<file path="src/rtl/alu_pkg.sv">
// Shared types for the sequential ALU: opcode map (unchanged from the
// 4-bit combinational ALU) and the controller state encoding.
package alu_pkg;

  typedef enum logic [2:0] {
    OP_OR   = 3'b000,
    OP_NAND = 3'b001,
    OP_XOR  = 3'b010,
    OP_MUL  = 3'b011,
    OP_ADD  = 3'b100,
    OP_INC  = 3'b101,
    OP_SUB  = 3'b110,
    OP_SHR  = 3'b111
  } alu_op_e;

  typedef enum logic [1:0] {
    IDLE = 2'd0,
    MUL  = 2'd1,
    DONE = 2'd2
  } fsm_state_e;

endpackage

</file>
<file path="src/rtl/seq_alu_if.sv">
// Operand and result handshake bundle for seq_alu. The master is the
// operand source plus result consumer; the slave is the ALU.
interface seq_alu_if #(
  parameter int WIDTH = 4
);
  logic                 in_valid;
  logic                 in_ready;
  logic [2:0]           S;
  logic [WIDTH-1:0]     A;
  logic [WIDTH-1:0]     B;
  logic                 out_valid;
  logic                 out_ready;
  logic [2*WIDTH-1:0]   R;

  modport master (
    output in_valid, S, A, B, out_ready,
    input  in_ready, out_valid, R
  );

  modport slave (
    input  in_valid, S, A, B, out_ready,
    output in_ready, out_valid, R
  );
endinterface

</file>
<file path="src/rtl/shift_add_mul.sv">
// Unsigned shift-add multiplier: one partial product per clock, LSB of b
// first. product is valid (combinationally) in the cycle done is high.
module shift_add_mul #(
  parameter int WIDTH = 4
) (
  input  logic                 clk,
  input  logic                 reset,
  input  logic                 start,
  input  logic [WIDTH-1:0]     a,
  input  logic [WIDTH-1:0]     b,
  output logic                 done,
  output logic [2*WIDTH-1:0]   product
);
  localparam int CNT_W = $clog2(WIDTH + 1);

  logic [2*WIDTH-1:0] acc;
  logic [2*WIDTH-1:0] mcand;
  logic [WIDTH-1:0]   mplier;
  logic [CNT_W-1:0]   cnt;
  logic               busy;
  logic [2*WIDTH-1:0] acc_nxt;

  // The final step's sum is exposed directly so the controller can capture
  // the product on the same edge that retires the last step.
  assign acc_nxt = acc + (mplier[0] ? mcand : '0);
  assign product = acc_nxt;
  assign done    = busy && (cnt == CNT_W'(WIDTH - 1));

  always_ff @(posedge clk or negedge reset) begin
    if (!reset) begin
      acc    <= '0;
      mcand  <= '0;
      mplier <= '0;
      cnt    <= '0;
      busy   <= 1'b0;
    end else if (start) begin
      acc    <= '0;
      mcand  <= {{WIDTH{1'b0}}, a};
      mplier <= b;
      cnt    <= '0;
      busy   <= 1'b1;
    end else if (busy) begin
      acc    <= acc_nxt;
      mcand  <= mcand << 1;
      mplier <= mplier >> 1;
      cnt    <= cnt + CNT_W'(1);
      busy   <= !done;
    end
  end
endmodule

</file>
<file path="src/rtl/seq_alu.sv">
// Registered ALU with valid/ready operand and result handshakes; MUL runs
// WIDTH cycles on shift_add_mul. Optional flag outputs under ALU_FLAGS_EN.
module seq_alu
  import alu_pkg::*;
#(
  parameter int WIDTH = 4
) (
  input  logic        clk,
  input  logic        reset,
  seq_alu_if.slave    bus
`ifdef ALU_FLAGS_EN
  ,
  output logic        flag_z,
  output logic        flag_c,
  output logic        flag_v
`endif
);
  fsm_state_e         state;
  alu_op_e            op;
  logic               accept;
  logic               mul_start;
  logic               mul_done;
  logic [2*WIDTH-1:0] mul_product;
  logic [2*WIDTH-1:0] alu_res;

  function automatic logic [2*WIDTH-1:0] alu_exec(alu_op_e f,
                                                  logic [WIDTH-1:0] a,
                                                  logic [WIDTH-1:0] b);
    logic [2*WIDTH-1:0] r;
    r = '0;
    case (f)
      OP_OR:   r[WIDTH-1:0] = a | b;
      OP_NAND: r[WIDTH-1:0] = ~(a & b);
      OP_XOR:  r[WIDTH-1:0] = a ^ b;
      OP_ADD:  r[WIDTH:0]   = {1'b0, a} + {1'b0, b};
      OP_INC:  r[WIDTH:0]   = {1'b0, a} + (WIDTH+1)'(1);
      // Top bit of the widened difference is the borrow.
      OP_SUB:  r[WIDTH:0]   = {1'b0, a} - {1'b0, b};
      // A logical shift by b >= WIDTH already yields zero.
      OP_SHR:  r[WIDTH-1:0] = a >> b;
      default: r = '0;
    endcase
    return r;
  endfunction

`ifdef ALU_FLAGS_EN
  function automatic logic ovf_exec(alu_op_e f,
                                    logic signed [WIDTH-1:0] a,
                                    logic signed [WIDTH-1:0] b);
    logic signed [WIDTH-1:0] s;
    logic v;
    v = 1'b0;
    if (f == OP_ADD) begin
      s = a + b;
      v = (a[WIDTH-1] == b[WIDTH-1]) && (s[WIDTH-1] != a[WIDTH-1]);
    end else if (f == OP_SUB) begin
      s = a - b;
      v = (a[WIDTH-1] != b[WIDTH-1]) && (s[WIDTH-1] != a[WIDTH-1]);
    end
    return v;
  endfunction
`endif

  assign op        = alu_op_e'(bus.S);
  assign accept    = (state == IDLE) && bus.in_valid;
  assign mul_start = accept && (op == OP_MUL);
  assign alu_res   = alu_exec(op, bus.A, bus.B);

  shift_add_mul #(.WIDTH(WIDTH)) u_mul (
    .clk     (clk),
    .reset   (reset),
    .start   (mul_start),
    .a       (bus.A),
    .b       (bus.B),
    .done    (mul_done),
    .product (mul_product)
  );

  always_ff @(posedge clk or negedge reset) begin
    if (!reset) begin
      state         <= IDLE;
      bus.in_ready  <= 1'b1;
      bus.out_valid <= 1'b0;
      bus.R         <= '0;
`ifdef ALU_FLAGS_EN
      flag_z        <= 1'b0;
      flag_c        <= 1'b0;
      flag_v        <= 1'b0;
`endif
    end else begin
      case (state)
        IDLE: begin
          if (accept) begin
            bus.in_ready <= 1'b0;
            if (op == OP_MUL) begin
              state <= MUL;
            end else begin
              state         <= DONE;
              bus.out_valid <= 1'b1;
              bus.R         <= alu_res;
`ifdef ALU_FLAGS_EN
              flag_z <= (alu_res == '0);
              flag_c <= (op == OP_ADD || op == OP_INC || op == OP_SUB) ?
                        alu_res[WIDTH] : 1'b0;
              flag_v <= ovf_exec(op, bus.A, bus.B);
`endif
            end
          end
        end
        MUL: begin
          if (mul_done) begin
            state         <= DONE;
            bus.out_valid <= 1'b1;
            bus.R         <= mul_product;
`ifdef ALU_FLAGS_EN
            flag_z <= (mul_product == '0);
            flag_c <= 1'b0;
            flag_v <= 1'b0;
`endif
          end
        end
        DONE: begin
          if (bus.out_ready) begin
            state         <= IDLE;
            bus.out_valid <= 1'b0;
            bus.in_ready  <= 1'b1;
          end
        end
        default: begin
          state         <= IDLE;
          bus.out_valid <= 1'b0;
          bus.in_ready  <= 1'b1;
        end
      endcase
    end
  end
endmodule

</file>
<file path="src/flat_wrapper.sv">
// flat-port wrapper written by rule: the top's interface ports become plain ports
module seq_alu_flat import alu_pkg::*;
#(
  parameter int WIDTH = 4
)
  (clk, reset, bus_in_valid, bus_S, bus_A, bus_B, bus_out_ready, bus_in_ready, bus_out_valid, bus_R);
  seq_alu_if #(.WIDTH(WIDTH)) bus_i ();
  input  logic clk;
  input  logic reset;
  input wire logic [$bits(bus_i.in_valid)-1:0] bus_in_valid;
  input wire logic [$bits(bus_i.S)-1:0] bus_S;
  input wire logic [$bits(bus_i.A)-1:0] bus_A;
  input wire logic [$bits(bus_i.B)-1:0] bus_B;
  input wire logic [$bits(bus_i.out_ready)-1:0] bus_out_ready;
  output wire logic [$bits(bus_i.in_ready)-1:0] bus_in_ready;
  output wire logic [$bits(bus_i.out_valid)-1:0] bus_out_valid;
  output wire logic [$bits(bus_i.R)-1:0] bus_R;
  assign bus_i.in_valid = bus_in_valid;
  assign bus_i.S = bus_S;
  assign bus_i.A = bus_A;
  assign bus_i.B = bus_B;
  assign bus_i.out_ready = bus_out_ready;
  assign bus_in_ready = bus_i.in_ready;
  assign bus_out_valid = bus_i.out_valid;
  assign bus_R = bus_i.R;
  seq_alu #(.WIDTH(WIDTH)) u_core (.clk(clk), .reset(reset), .bus(bus_i));
endmodule
</file>
<file path="config.mk">
export PLATFORM = sky130hd
export DESIGN_NAME = seq_alu_flat
export DESIGN_NICKNAME = d
export VERILOG_FILES = /design/src/rtl/alu_pkg.sv /design/src/rtl/seq_alu_if.sv /design/src/rtl/shift_add_mul.sv /design/src/rtl/seq_alu.sv /design/src/flat_wrapper.sv
export SDC_FILE = /design/constraint.sdc
export NUM_CORES = 1
export LEC_CHECK = 0
export ABC_AREA = 1
export ABC_CLOCK_PERIOD_IN_PS = 1800
export CAP_MARGIN = 10
export CORE_MARGIN = 5
export CORE_UTILIZATION = 52
export DETAILED_ROUTE_END_ITERATION = 10
export PLACE_DENSITY = 0.76
export SLEW_MARGIN = 15
export SYNTH_ARGS = -nofsm -noshare
export SYNTH_HDL_FRONTEND = slang
export SYNTH_HIERARCHICAL = 1
export SYNTH_SLANG_ARGS = --single-unit
</file>
<file path="constraint.sdc">
create_clock -name clk -period 1.8 [get_ports clk]
set_input_delay 0.27 -clock clk [delete_from_list [all_inputs] [get_ports clk]]
set_output_delay 0.27 -clock clk [all_outputs]
set_load 0.05 [all_outputs]
</file>
Yosys cells after proc, flatten, opt, wreduce, memory -nomap -nowiden
Index checks and enable logic that the tools add are counted.
{"block": "classes", "shift": 1, "reduce_logical": 12, "bitwise_logic": 5, "n_addsub": 5, "mux": 30, "eq_ne": 14}
{"cell": "$mux 8", "count": 8}
{"cell": "$pmux 4 s7", "count": 1}
{"cell": "$pmux 8 s2", "count": 1}
{"cell": "$eq 3x3->1 const B", "count": 4}
{"cell": "$eq 3x2->1 const B", "count": 3}
{"cell": "$pmux 1 s3", "count": 3}
{"cell": "$add 8x8->8", "count": 1}
{"cell": "$mux 1", "count": 8}
{"cell": "$mux 2", "count": 4}
{"cell": "$mux 4", "count": 2}
{"cell": "$reduce_and 4->1", "count": 2}
{"cell": "$mux 3", "count": 2}
{"cell": "$ne 2x2->1 const B", "count": 3}
{"cell": "$pmux 2 s3", "count": 1}
{"cell": "$reduce_and 3->1", "count": 2}
{"cell": "$add 4x1->5 const B", "count": 1}
{"cell": "$add 4x4->5", "count": 1}
{"cell": "$sub 4x4->5", "count": 1}
{"cell": "$and 4x4->4", "count": 1}
{"cell": "$not 4->4", "count": 1}
{"cell": "$or 4x4->4", "count": 1}
{"cell": "$reduce_bool 2->1", "count": 2}
{"cell": "$shr 4x4->4", "count": 1}
{"cell": "$xor 4x4->4", "count": 1}
{"cell": "other kinds (10)", "count": 12}
{"block": "totals", "reg_bits": 36, "out_inout_bits": 10, "wordCells": 76}

Longest topological paths before layout
Gate-level depths: netlist (run 1).
{"block": "logic_depth", "ltp_word": 6, "mapped_depth": 13}

By module
Netlist (run 1), hierarchy kept.
{"mod": "shift_add_mul", "instances": 1, "cells_each": 165, "area_each_um2": 1397.6, "seq_area_each_um2": 600.6}
{"mod": "seq_alu", "instances": 1, "cells_each": 185, "area_each_um2": 1307.5, "seq_area_each_um2": 301.5}

Worst setup path before layout (run 1)
No wires, ideal clock.
{"block": "synth_path", "kind": "register to register", "startpoint": "reg u_core.u_mul.mplier[0]", "endpoint": "reg u_core.bus.R[6]", "path_buffers": 1, "required_ns": 1.681, "setup_slack_ns": -0.046, "arrival_time_ns": 1.727, "setup_ns": 0.119, "path_stages_with_launch": 13, "cell_sequence": "dfrtp_1 -> buf_6 -> nand2_1 -> inv_1 -> ha_1 -> fa_1 -> nand2_1 -> nand2_1 -> nand3b_1 -> nand3_1 -> and2_1 -> nand3_1 -> nand2_1"}
{"block": "synth_via", "elab_chain_len": 4}
{"element": "from (decl)", "line_no": "shift_add_mul.sv:18", "text": "logic [WIDTH-1:0] mplier;"}
{"element": "from (signal assigned)", "line_no": "shift_add_mul.sv:45", "text": "mplier <= mplier >> 1;"}
{"element": "$mux 8", "line_no": "shift_add_mul.sv:25", "text": "assign acc_nxt = acc + (mplier[0] ? mcand : '0);"}
{"element": "$add 8x8->8", "line_no": "shift_add_mul.sv:25"}
{"element": "net u_core.mul_product[6]", "line_no": "seq_alu.sv:23", "text": "logic [2*WIDTH-1:0] mul_product;"}
{"element": "$mux 8", "line_no": "seq_alu.sv:111", "text": "if (mul_done) begin"}
{"element": "$pmux 8 s2", "line_no": "seq_alu.sv:91", "text": "case (state)"}
{"element": "to (signal assigned)", "line_no": "seq_alu.sv:100", "text": "bus.R <= alu_res;"}
{"element": "to (signal assigned)", "line_no": "seq_alu.sv:114", "text": "bus.R <= mul_product;"}
{"element": "to (decl)", "line_no": "seq_alu_if.sv:22", "text": "output in_ready, out_valid, R"}
The timed path passes the listed nets, and every way through them passes these cells. The select of a mux whose other input is x is not followed.
A chain may end at the register's enable or synchronous reset.

Final worst setup path (run 1)
Ends and elaborated chain as after synthesis.

==> flow_summary.ini, run 1 <==
[outcome]
status = finished, violations left
violations = negative setup slack

[power]
pwr-share-seq_pct = 30.1
switchingPower_uw = 2008
clkPwrFrac_pct = 13.1
share_comb_of_total_power_pct = 56.8
irDropWorstVdd_mv = 0.8801
p_int_uw = 2556
leakagePower_uw = 0.001886
swShare_pct = 44.00
power_density_mw_per_mm2 = 1243

[clock_tree]
htreeDepth = 2
cts_buffers = 5
cts.sinks = 36
cts_buffer_depth = 2
clk-insertion-delay-late_ps = 290
cts-root-buf = clkbuf_8
clk_pin_slew_ps = 80
cts_tree = yes

[worst_setup_path]
start_kind = register
r2r_slack_ps = -20
worst-path-buf-inv = 1
reg2reg_depth = 11
rr_endpoint = u_core/bus.R[6]
startpoint = u_core/u_mul/mplier[0]
path_class = reg -> reg
crit_fanout = 5
crit_slowest_cell = dfrtp_2
worstSetupEndpointType = register
cp.required_ps = 1990
cp.depth = 11
cp_cell_sequence = nand2_2 > inv_2 > ha_4 > fa_2 > nand2_2 > nand2_2 > nand3b_1 > nand3_1 > and2_1 > nand3_1 > nand2_1
timing.rr.start = u_core/u_mul/mplier[0]
cp.arrival_ps = 2010
crit_top_cell = nand2_2
crit_end = u_core/bus.R[6]
path_delay_family = simple AND/OR/NAND/NOR gates
cpPeakStageDelay_ps = 450

[die]
die_area_mm2 = 0.006745
start_util_pct = 53.30
die_x_um = 82.13
ios = 25
rows = 26
core_area_mm2 = 0.005075
die_h_um = 82.13

[timing]
slew_headroom_pct = 66.18
hold_viol = 0
fin_hold_ws_ps = 398.4
rsz0062_at_grt = true
setup_viol = 1
period_needed_ps = 1818
skew_ps = 9.009
setup_slack_ps = -17.96
fin_crit_sh_pct = 101.0
drv_slew = 0
tns_ps = -17.96
tightest_slew_ps = 505.6
clock.fmax_mhz = 550.1

[synthesis]
synth_simple_gate_area_share_pct = 28.17
yosysUniqueCellTypes = 34
synth_seq_cells = 36
synth_fp_nets = 390
synth_top_family_by_area = simple AND/OR/NAND/NOR gates
syn-instance-count = 350
synth-xor-area-share_pct = 2.220
ys_warn_count = 6
synth_compound_area_share_pct = 13.55
synthMuxAreaShare_pct = 0
synth_area_mm2 = 0.002705
ys_seq_area_share_pct = 33.35
yosys.area_share.adder_pct = 12.40
syn_area_per_cell_um2 = 7.729

[grt]
grt.total_usage_pct = 22.89
antenna_found_initial = 0
grt_overflow_total = 0
grt_max_degree = 37
grt_pass1_vias = 2539
grt_pass1_wl_um = 11840

[drt]
vias = 2646
wl_per_cell_um = 14.87
vias_per_cell = 5.292
ant_nets = 0
routed_wl_um = 7434
drt-initial-drc-count = 220
first_pass_iters = 4
drc = 0

[cells_and_area]
instances_no_fill = 500
drive_above_1_share_pct = 28.37
n_antenna_cell = 0
area_growth_pct = 35.80
fillers = 408
final_cell_area_mm2 = 0.003674
nets = 469

[place]
place_hpwl_um = 5499
gp_congestion = 0.9499
io_buffers = 24
dpl_cell_area_mm2 = 0.003379
pre_cts_ws_ps = -415.6
dpl.cell_count = 489

[worst_hold_path]
hold_class = in -> async

[flow_run]
maxCapViolations = 0
[routing by layer]
metal	up-vias	GRT usage, %	routed length (um)
met5	-	0	0
met4	0	5.814	101
met3	12	6.074	601
met2	89	36.83	3544
met1	1249	30.63	3186
li1	1296	-	-
[repair_timing]
item | CTS | global route
resized for setup | 11 | 33
hold buffers | 0 | 0
endpoints found under the setup margin | 4 | 14
pin swaps | 8 | 11
setup buffers | 0 | 3
[synthesized netlist by cell type]
library cell  count  area, um^2
nand2_1          80       300.3
inv_1            51       191.4
dfrtp_1          35       875.8
nand3_1          31       155.2
nor2_1           30       112.6
ha_1             22       275.3
o22ai_1          13       81.33
o21ai_0          12       60.06
a21oi_2          10       87.58
a21oi_1           9       45.04
a22o_1            5       43.79
buf_6             5       56.30
inv_2             5       18.77
nand2_2           4       25.02
and2_1            3       18.77
fa_1              3       60.06
nand3b_1          3       22.52
nand4_1           3       18.77
nor2_4            3       33.78
nor3_1            3       15.01
xor2_1            3       26.28
o211ai_1          2       15.01
o31ai_1           2       15.01
or2_1             2       12.51
xnor2_1           2       17.52
a31oi_1           1       6.260
buf_2             1       5.000
buf_4             1       7.510
dfstp_2           1       26.28
nand3_2           1       10.01
nor3_4            1       16.27
nor4_4            1       21.27
o211ai_2          1       12.51
xor2_2            1       16.27
[cells in the final DEF, fill, tap and decap left out, drive strengths merged]
| cell type | count |
|---|---|
| nor2 | 33 |
| o31ai | 2 |
| nand2 | 84 |
| clkinv | 2 |
| a22o | 5 |
| and2 | 3 |
| xor2 | 4 |
| nand3 | 32 |
| nor3 | 4 |
| o211ai | 3 |
| xnor2 | 2 |
| buf | 56 |
| a31oi | 1 |
| dfstp | 1 |
| ha | 22 |
| dfrtp | 35 |
| a21oi | 19 |
| dlygate4sd2 | 1 |
| inv | 56 |
| o22ai | 13 |
| dlymetal6s2s | 3 |
| nand4 | 3 |
| nand3b | 3 |
| fa | 3 |
| nor4 | 1 |
| or2 | 2 |
| clkbuf | 6 |
| clkdlybuf4s50 | 19 |
| o21ai | 12 |
[cell families after synthesis]
kind of cell | count (synthesis)
flip-flops | 36
adder cells (fa/ha/maj) | 25
XOR/XNOR | 6
AO/OA/AOI/OAI | 55
AND/OR/NAND/NOR | 165
buffers and inverters | 63
[power groups by stage]
stage	Combinational [uW]	Clock (uW)	Sequential, uW
after global routing	2830	653	1410
after global placement	2240	0	1330
after CTS	2350	609	1340
after detailed placement	2300	0	1350
final	2590	599	1370
after floorplan	1270	0	1600
[worst min path at each step]
stage               cells past startpoint             from               to
global placement                        2  u_core/bus.R[5]  u_core/bus.R[5]
floorplan                               0            reset  u_core/bus.R[0]
CTS                                     2            reset  u_core/state[0]
finish                                  2            reset  u_core/state[0]
detailed placement                      2  u_core/bus.R[7]  u_core/bus.R[7]
global route                            2            reset  u_core/bus.R[2]
[cell type report]
class | instances | area (um^2) | area share, %
sequential | 36 | 903.4 | 24.59
inverter | 56 | 210.2 | 5.722
tap | 70 | 87.58 | 2.384
multi-input combinational | 251 | 1690 | 46.01
clock buffer | 6 | 82.58 | 2.248
clock inverter | 2 | 10.01 | 0.2725
timing repair buffer | 79 | 689.4 | 18.77
[through the flow]
step | utilization, % | power [uW]
after floorplan | - | 2870
after global placement | 66.59 | 3573
after detailed placement | 66.59 | 3653
after CTS | 69.16 | 4301
after global routing | 72.39 | 4890
final | 72.39 | 4564
[state kept, by name (all words and copies together) (netlist names)]
signal / cells
u_core/u_mul/mplier: 4
u_core/bus.in_ready: 1
u_core/u_mul/mcand: 8
u_core/u_mul/busy: 1
u_core/u_mul/cnt: 3
u_core/bus.R: 8
u_core/bus.out_valid: 1
u_core/u_mul/acc: 8
u_core/state: 2
No activity file was read; power rests on OpenSTA's default activity.
==> run 2: changes to the inputs <==
--- a/config.mk
+++ b/config.mk
@@ -11,7 +11,9 @@
 export CORE_MARGIN = 5
 export CORE_UTILIZATION = 52
 export DETAILED_ROUTE_END_ITERATION = 10
+export MAX_ROUTING_LAYER = met4
 export PLACE_DENSITY = 0.76
+export RECOVER_POWER = 25
 export SLEW_MARGIN = 15
 export SYNTH_ARGS = -nofsm -noshare
 export SYNTH_HDL_FRONTEND = slang
==> run 2 against run 1 <==
Highest routed layer unchanged. Clock skew decreased by 2.9 ps. Largest power group unchanged. The run still ends with negative setup slack left. Combinational power down 6%. Sequential share of layout area up 0.24 points. Worst setup slack better by 17 ps. Critical path depth did not move. Fmax is 0.92% higher. First-iteration DRC count shrank 3.6%.
==> flow_summary.ini, run 2 (synthesis gave the netlist of run 1 again) <==
[worst_setup_path]
r2r_slack_ps = -1
cp.required_ps = 1980
path_class = reg -> reg
crit_fanout = 5
reg2reg_depth = 11
rr_endpoint = u_core/bus.R[6]
start_kind = register
startpoint = u_core/u_mul/mplier[0]
cp.arrival_ps = 1980
timing.rr.start = u_core/u_mul/mplier[0]
worstSetupEndpointType = register

[outcome]
violations = negative setup slack
status = finished, violations left

[drt]
drc = 0
routed_wl_um = 7264
drt-initial-drc-count = 212
ant_nets = 0
vias = 2592
vias_per_cell = 5.163
first_pass_iters = 4
wl_per_cell_um = 14.47

[timing]
rsz0062_at_grt = true
hold_viol = 0
period_needed_ps = 1801
setup_viol = 1
fin_hold_ws_ps = 472.4
slew_headroom_pct = 40.80
setup_slack_ps = -1.406
clock.fmax_mhz = 555.1
tns_ps = -1.406
tightest_slew_ps = 888.0
fin_crit_sh_pct = 100.1
skew_ps = 6.115
drv_slew = 0

[clock_tree]
cts-root-buf = clkbuf_8
cts_buffer_depth = 2
cts_tree = yes
htreeDepth = 2
holdBufCountCts = 0
clk-insertion-delay-late_ps = 280
cts.sinks = 36
cts_buffers = 5
clk_pin_slew_ps = 70

[cells_and_area]
reg_top3 = u_core/bus.R (8), u_core/u_mul/acc (8), u_core/u_mul/mcand (8)
final_common_cell = nand2_1
mostFrequentLayoutCells = nand2_1, buf_4, inv_1
area_growth_pct = 34.32
n_antenna_cell = 0
fillers = 412
regArea_um2 = 902.1
multi_input_area_mm2 = 0.001650
nets = 471
drive_above_1_share_pct = 27.78

[worst_hold_path]
min_to = u_core/u_mul/mplier[0]
hold_depth = 4
worstHoldStart = bus_B[0]
hold_class = in -> reg

[power]
pwr-share-seq_pct = 31.3
switchingPower_uw = 1919
clkPwrFrac_pct = 13.3
share_comb_of_total_power_pct = 55.4
irDropWorstVdd_mv = 1.046
p_int_uw = 2463
swShare_pct = 43.78
power_density_mw_per_mm2 = 1206
leakagePower_uw = 0.001887

[place]
io_buffers = 24
gp_congestion = 0.9580
place_hpwl_um = 5655

[grt]
grt_max_degree = 37
grt_pass1_vias = 2507
antenna_found_initial = 0
grt_pass1_wl_um = 11790
grt.total_usage_pct = 23.38
grt_overflow_total = 0

[die]
core_area_mm2 = 0.005075
die_area_mm2 = 0.006745
rows = 26
start_util_pct = 53.30
die_x_um = 82.13
die_h_um = 82.13
ios = 25

[flow_run]
maxCapViolations = 0
-- run 2: cell type report --
cell class | count | area share, %
timing repair buffer | 81 | 18.90
tap | 70 | 2.410
sequential | 36 | 24.83
inverter | 56 | 5.957
multi-input combinational | 251 | 45.42
clock buffer | 8 | 2.479
-- run 2: per-stage QoR --
stage / instances / utilization (%) / instance area [um^2] / worst slack [ps] / power [uW]
finish: 502 / 71.60 / 3633 / -1.406 / 4382
global route: 502 / 71.60 / 3633 / -85.20 / 4706
CTS: 500 / 69.06 / 3505 / 0.3284 / 4246
detailed placement: 492 / 66.79 / 3390 / -448.4 / 3639
global placement: 492 / 66.79 / 3390 / -404.2 / 3565
floorplan: 350 / - / 2708 / 3.583 / 2870
-- run 2: what timing repair did --
item | CTS | global route
gates resized for setup | 10 | 28
buffers inserted | 0 | 2
pin swaps | 2 | 14
gates cloned | 0 | 0
endpoints found under the setup margin | 5 | 15
-- run 2: worst max-delay path: stages, from the launching register on --
cell,delay [ps]
dfrtp_1,420
nand2_1,100
inv_2,50
ha_4,160
fa_2,370
nand2_2,80
nand2_2,50
nand3b_1,110
nand3_1,100
and2_1,140
nand3_1,60
nand2_1,50
-- run 2: how the worst max path moves through the flow --
stage	endpoint	slack [ps]	cells past startpoint
4_1_cts	u_core/bus.R[6]	0.3	11
3_5_place_dp	u_core/bus.R[4]	-450	10
5_1_grt	u_core/bus.R[6]	-90	11
6_report	u_core/bus.R[6]	-1	11
3_3_place_gp	u_core/bus.R[4]	-400	10
2_1_floorplan	u_core/bus.R[6]	4	12
-- run 2: routing by layer --
metal	vias to the layer above	track usage [%]	share of wire (%)
li1	1290	-	-
met1	1217	33.47	47
met2	74	35.78	45
met3	11	3.688	6.5
met4	0	3.654	1.3
met5	-	-	0
-- run 2: power groups by stage --
stage	logic, uW	clock network (uW)	registers (uW)
floorplan	1270	0	1600
global placement	2230	0	1330
detailed placement	2290	0	1350
CTS	2310	589	1340
global route	2670	633	1410
finish	2430	584	1370
